<file path="config.mk">
export PLATFORM = sky130hd
export DESIGN_NAME = tanh_sigmoid_pwl_pipe
export DESIGN_NICKNAME = d
export VERILOG_FILES = /design/src/rtl/tanh_sigmoid_pwl_pipe.sv
export SDC_FILE = /design/constraint.sdc
export NUM_CORES = 1
export LEC_CHECK = 0
export ABC_AREA = 1
export BUFFER_PORTS_ARGS = -buffer_cell sky130_fd_sc_hd__buf_4
export CORE_ASPECT_RATIO = 0.7
export CORE_MARGIN = 5
export CORE_UTILIZATION = 50
export CTS_CLUSTER_SIZE = 12
export DETAILED_ROUTE_END_ITERATION = 6
export PLACE_DENSITY_LB_ADDON = 0.05
export SETUP_SLACK_MARGIN = 0.02
export SLEW_MARGIN = 15
export SYNTH_ARGS = -nofsm -noshare
export SYNTH_HDL_FRONTEND = slang
export SYNTH_SLANG_ARGS = --single-unit
</file>
<file path="constraint.sdc">
create_clock -name clk -period 2.6 [get_ports clk]
set_input_delay 0.13 -clock clk [delete_from_list [all_inputs] [get_ports clk]]
set_output_delay 0.13 -clock clk [all_outputs]
set_load 0.05 [all_outputs]
</file>
<file path="src/rtl/tanh_sigmoid_pwl_pipe.sv">
// Three-stage piecewise-linear tanh/sigmoid activation with valid/ready flow control
// and a saturating count of clip-segment results.
module tanh_sigmoid_pwl_pipe #(
  parameter int W     = 8,
  parameter int FRAC  = 5,
  parameter int CNT_W = 16
) (
  input  logic                 clk,
  input  logic                 reset,
  input  logic                 in_valid,
  output logic                 in_ready,
  input  logic signed [W-1:0]  in_data,
  input  logic                 in_mode,
  output logic                 out_valid,
  input  logic                 out_ready,
  output logic signed [W-1:0]  out_data,
  output logic                 out_sat,
  output logic [CNT_W-1:0]     sat_count
);

  localparam logic [W-1:0] ONE     = {{(W-FRAC-1){1'b0}}, 1'b1, {FRAC{1'b0}}};
  localparam logic [W-1:0] HALF    = ONE >> 1;
  localparam logic [W-1:0] QTR     = ONE >> 2;
  localparam logic [W-1:0] TWO     = ONE << 1;
  localparam logic [W-1:0] MAX_POS = {1'b0, {(W-1){1'b1}}};
  localparam logic [W-1:0] MIN_NEG = {1'b1, {(W-1){1'b0}}};

  logic         v1_q, v1_d, s1_q, s1_d, m1_q, m1_d;
  logic [W-1:0] a1_q, a1_d;
  logic         v2_q, v2_d, s2_q, s2_d, m2_q, m2_d, sat2_q, sat2_d;
  logic [W-1:0] mag2_q, mag2_d;
  logic         v3_q, v3_d, sat3_q, sat3_d;
  logic signed [W-1:0] y3_q, y3_d;
  logic [CNT_W-1:0]    cnt_q, cnt_d;

  logic                stall;
  logic signed [W-1:0] z_c, t_c, sum_c;
  logic [W-1:0]        a_c;

  assign stall     = v3_q & ~out_ready;
  assign in_ready  = ~stall;
  assign out_valid = v3_q;
  assign out_data  = y3_q;
  assign out_sat   = sat3_q;
  assign sat_count = cnt_q;

  always_comb begin
    z_c = in_mode ? (in_data >>> 1) : in_data;
    a_c = z_c;
    // The most negative code has no positive twin; clamp it to the largest magnitude.
    if (z_c[W-1]) a_c = (z_c == MIN_NEG) ? MAX_POS : -z_c;
    t_c   = s2_q ? -$signed(mag2_q) : $signed(mag2_q);
    sum_c = t_c + $signed(ONE);
  end

  always_comb begin
    v1_d = v1_q;  s1_d = s1_q;  m1_d = m1_q;  a1_d = a1_q;
    v2_d = v2_q;  s2_d = s2_q;  m2_d = m2_q;  sat2_d = sat2_q;  mag2_d = mag2_q;
    v3_d = v3_q;  sat3_d = sat3_q;  y3_d = y3_q;
    if (!stall) begin
      v1_d = in_valid;
      s1_d = z_c[W-1];
      m1_d = in_mode;
      a1_d = a_c;

      v2_d   = v1_q;
      s2_d   = s1_q;
      m2_d   = m1_q;
      sat2_d = 1'b0;
      if (a1_q < HALF)      mag2_d = a1_q;
      else if (a1_q < ONE)  mag2_d = (a1_q >> 1) + QTR;
      else if (a1_q < TWO)  mag2_d = (a1_q >> 2) + HALF;
      else begin
        mag2_d = ONE - W'(1);
        sat2_d = 1'b1;
      end

      v3_d   = v2_q;
      sat3_d = sat2_q;
      y3_d   = m2_q ? (sum_c >>> 1) : t_c;
    end
  end

  always_comb begin
    cnt_d = cnt_q;
    if (v3_q && out_ready && sat3_q && (cnt_q != {CNT_W{1'b1}})) cnt_d = cnt_q + CNT_W'(1);
  end

  always_ff @(posedge clk or posedge reset) begin
    if (reset) begin
      v1_q <= 1'b0;  s1_q <= 1'b0;  m1_q <= 1'b0;  a1_q <= '0;
      v2_q <= 1'b0;  s2_q <= 1'b0;  m2_q <= 1'b0;  sat2_q <= 1'b0;  mag2_q <= '0;
      v3_q <= 1'b0;  sat3_q <= 1'b0;  y3_q <= '0;
      cnt_q <= '0;
    end else begin
      v1_q <= v1_d;  s1_q <= s1_d;  m1_q <= m1_d;  a1_q <= a1_d;
      v2_q <= v2_d;  s2_q <= s2_d;  m2_q <= m2_d;  sat2_q <= sat2_d;  mag2_q <= mag2_d;
      v3_q <= v3_d;  sat3_q <= sat3_d;  y3_q <= y3_d;
      cnt_q <= cnt_d;
    end
  end

endmodule
</file>
==> qor.txt <==
Layout Utilization: 61.6%
worst-path fanout max: 19
IO Port Bufs: 39
RSZ-0062 raised after global routing: false
dpl hpwl: 4610 um
fmax: 583 MHz
all-layer global routing usage: 17.9%
Leakage: 0.00161 uW
Setup violations, final: 0
worst min path class: primary input to register
Critical Path Source Type: register
DRC Markers: 0
status: finished clean
Worst Reg2Reg Path Length in Cells: 8
post-CTS sizing: 0
internal power: 1830 uW
total CTS buffers: 5
Synth cell types: 33
area occupied by multi-input gates: 1340 sq um
Area growth syn-to-layout: 17.5%
CP Class: register to output port
worst reg-to-reg setup slack: 920 ps
slowest CP cell: inv_1
die height: 72.4 um
clk root buf: clkbuf_8
Mapped Area: 2780 sq um
final period utilization: 65.9%
Max VDD drop: 0.654 mV
post-CTS setup buffer count: 0
H-tree depth: 2
initial antenna violation count: 0
Avg Inst Size Synth: 7.91 sq um
Initial DRC Count: 93
Arr. time, crit path: 1580 ps
largest net degree at the start of global routing: 50
cell repeated most along the worst path: inv_1
CP cell instances: inv_1, nor2_2, inv_1, buf_4
Hold Buf Count CTS: 0
Logic pwr share: 47.5%
Detailed Routing Iterations Pass 1: 4
# IOs: 40
Worst Tran Pin Value: 1010 ps
RR Startpoint: sat_count[0]$_DFFE_PP0P_
Fill cells: 514
GPL Wtd Cong: 0.841
Clk pin slew, worst setup/hold paths: 90 ps
fraction of power consumed by sequential logic: 36.2%
Routed Antenna Nets: 0
sw frac: 46.7%
Hold Fails Final Rpt: 0
vias in the first global route: 2238
share of cells above drive strength 1: 16.8%
Net Sw Power: 1610 uW
worst skew pair latency: 300 ps
Initial Util: 52.4%
clock period minus worst slack: 1710 ps
Max-cap violations: 0
CP max stage delay: 450 ps
diode count: 0
syn_nets: 373
die width: 99.2 um
final worst slack: 886 ps
Worst setup EP type: output port
Synth Instances: 352
worst flop-to-flop path endpoint: sat_count[9]$_DFFE_PP0P_
gr ovfl total: 0
clk_skew: 8.13 ps
register area: 1230 sq um
CTS Sinks: 49
die area: 7180 sq um
TritonCTS clock tree: built
Clock Power Share: 16.3%
Clock Path Buffers: 2
Slew Limit Headroom: 32.7%
Pwr per Cell Area: 1050 nW/um^2
DR vias/cell: 5.05
final slew viol count: 0
row cnt: 22
core area: 5310 sq um
Worst Hold End: v1_q$_DFFE_PP0N_
Worst Hold Depth: 3
Synth Warn #: 0
wire length of the first global-routing pass: 10500 um
WL per Instance: 13.0 um
total wire length: 6080 um
Nets: 414
TNS Setup: 0 ps
synthesis-stage register bit count: 49
Min-Delay Startpoint: in_valid
sequential fraction of the synthesis area: 44.0%
worst slack, placed: 940 ps
final hold slack: 50.5 ps
routed vias: 2354
CP required: 2470 ps
## critical path: cells and delay by family (launching register included)
family | cells | cell delay [ps]
flip-flops | 1 | 400
AND/OR/NAND/NOR | 1 | 40
buffers and inverters | 3 | 850
## kinds of logic (layout without fill, tap and decap cells)
kind of cell,Yosys count,count (layout),share of synthesized area (%)
and+or+nand+nor,152,152,24.7
xor gates and xnor gates,22,22,6.92
DFF,49,49,44.0
adders and majority gates,8,8,3.60
AOI/OAI and AO/OA,65,65,13.0
buffers and inverters,56,98,7.73
## metal layers
| layer | vias to the layer above | part of all wire [%] | routed length, um | GRT usage (%) |
|---|---|---|---|---|
| li1 | 1225 | - | - | - |
| met1 | 1074 | 55 | 3350 | 28.5 |
| met2 | 53 | 39 | 2380 | 25.0 |
| met3 | 2 | 5.6 | 342 | 3.65 |
| met4 | 0 | 0.15 | 9 | 3.48 |
| met5 | - | 0 | 0 | 0 |
## metrics by stage
step / power, uW / instances / instance area [sq um]
after floorplan: 2420 / 352 / 2780
after global placement: 2870 / 458 / 3150
after detailed placement: 2890 / 458 / 3150
after CTS: 3460 / 466 / 3270
after global routing: 3700 / 466 / 3270
final: 3440 / 466 / 3270
## synthesized netlist by cell type, drive strengths merged
cell type | number | area [sq um]
nor3 | 6 | 30.0
o31ai | 1 | 7.51
o21a | 1 | 7.51
o22ai | 1 | 6.26
o22a | 1 | 8.76
or2 | 1 | 6.26
o21ai | 30 | 150
xor2 | 16 | 140
nand3 | 24 | 125
a21oi | 20 | 100
dfrtp | 49 | 1230
nor2 | 41 | 186
inv | 48 | 180
nand2 | 72 | 288
xnor2 | 6 | 52.6
buf | 2 | 12.5
ha | 8 | 100
nor4 | 1 | 6.26
o211ai | 1 | 7.51
a32oi | 3 | 26.3
nand4 | 6 | 37.5
a22oi | 4 | 30.0
clkbuf | 6 | 22.5
a31oi | 3 | 18.8
nor3b | 1 | 7.51
## worst max-delay path by stage
stage                                        start                  endpoint  slack, ps
final                        out_valid$_DFFE_PP0N_                  in_ready        890
after CTS                    out_valid$_DFFE_PP0N_                  in_ready        860
after detailed placement  sat_count[0]$_DFFE_PP0P_  sat_count[9]$_DFFE_PP0P_        940
after floorplan              out_valid$_DFFE_PP0N_          m2_q$_DFFE_PP0N_        740
after global placement    sat_count[0]$_DFFE_PP0P_  sat_count[9]$_DFFE_PP0P_        970
after global routing           a1_q[6]$_DFFE_PP0N_     mag2_q[4]$_DFFE_PP0N_        750
## cell usage in the layout (no fill, tap or decap), drive strengths merged
master   n
nand2   72
dfrtp   49
inv     48
buf     42
nor2    41
o21ai   30
nand3   24
a21oi   20
xor2    16
ha       8
clkbuf   7
nor3     6
xnor2    6
nand4    6
a22oi    4
a32oi    3
a31oi    3
nor3b    1
nor4     1
o22a     1
o22ai    1
o211ai   1
o21a     1
or2      1
o31ai    1
bufinv   1
## power by group through the flow
stage / Clock, uW / Combinational [uW] / Sequential, uW
5_1_grt: 593 / 1820 / 1290
2_1_floorplan: 0 / 809 / 1610
3_3_place_gp: 0 / 1620 / 1250
3_5_place_dp: 0 / 1640 / 1250
4_1_cts: 571 / 1640 / 1240
6_report: 560 / 1630 / 1240
## area by class of cell
type                       count  share of cell area (%)
inverter                      48                    5.51
tap                           72                    2.75
multi-input combinational    247                    41.0
clock inverter                 1                   0.918
timing repair buffer          42                    9.64
clock buffer                   7                    2.64
sequential                    49                    37.5
## sequential cells by signal, indices dropped and copies added, names as in the netlist, 8 cells and up
| register | flops |
|---|---|
| a1_q | 8 |
| sat_count | 16 |
| out_data | 8 |
| mag2_q | 8 |
Note: power is estimated with default switching activity, not from simulation.
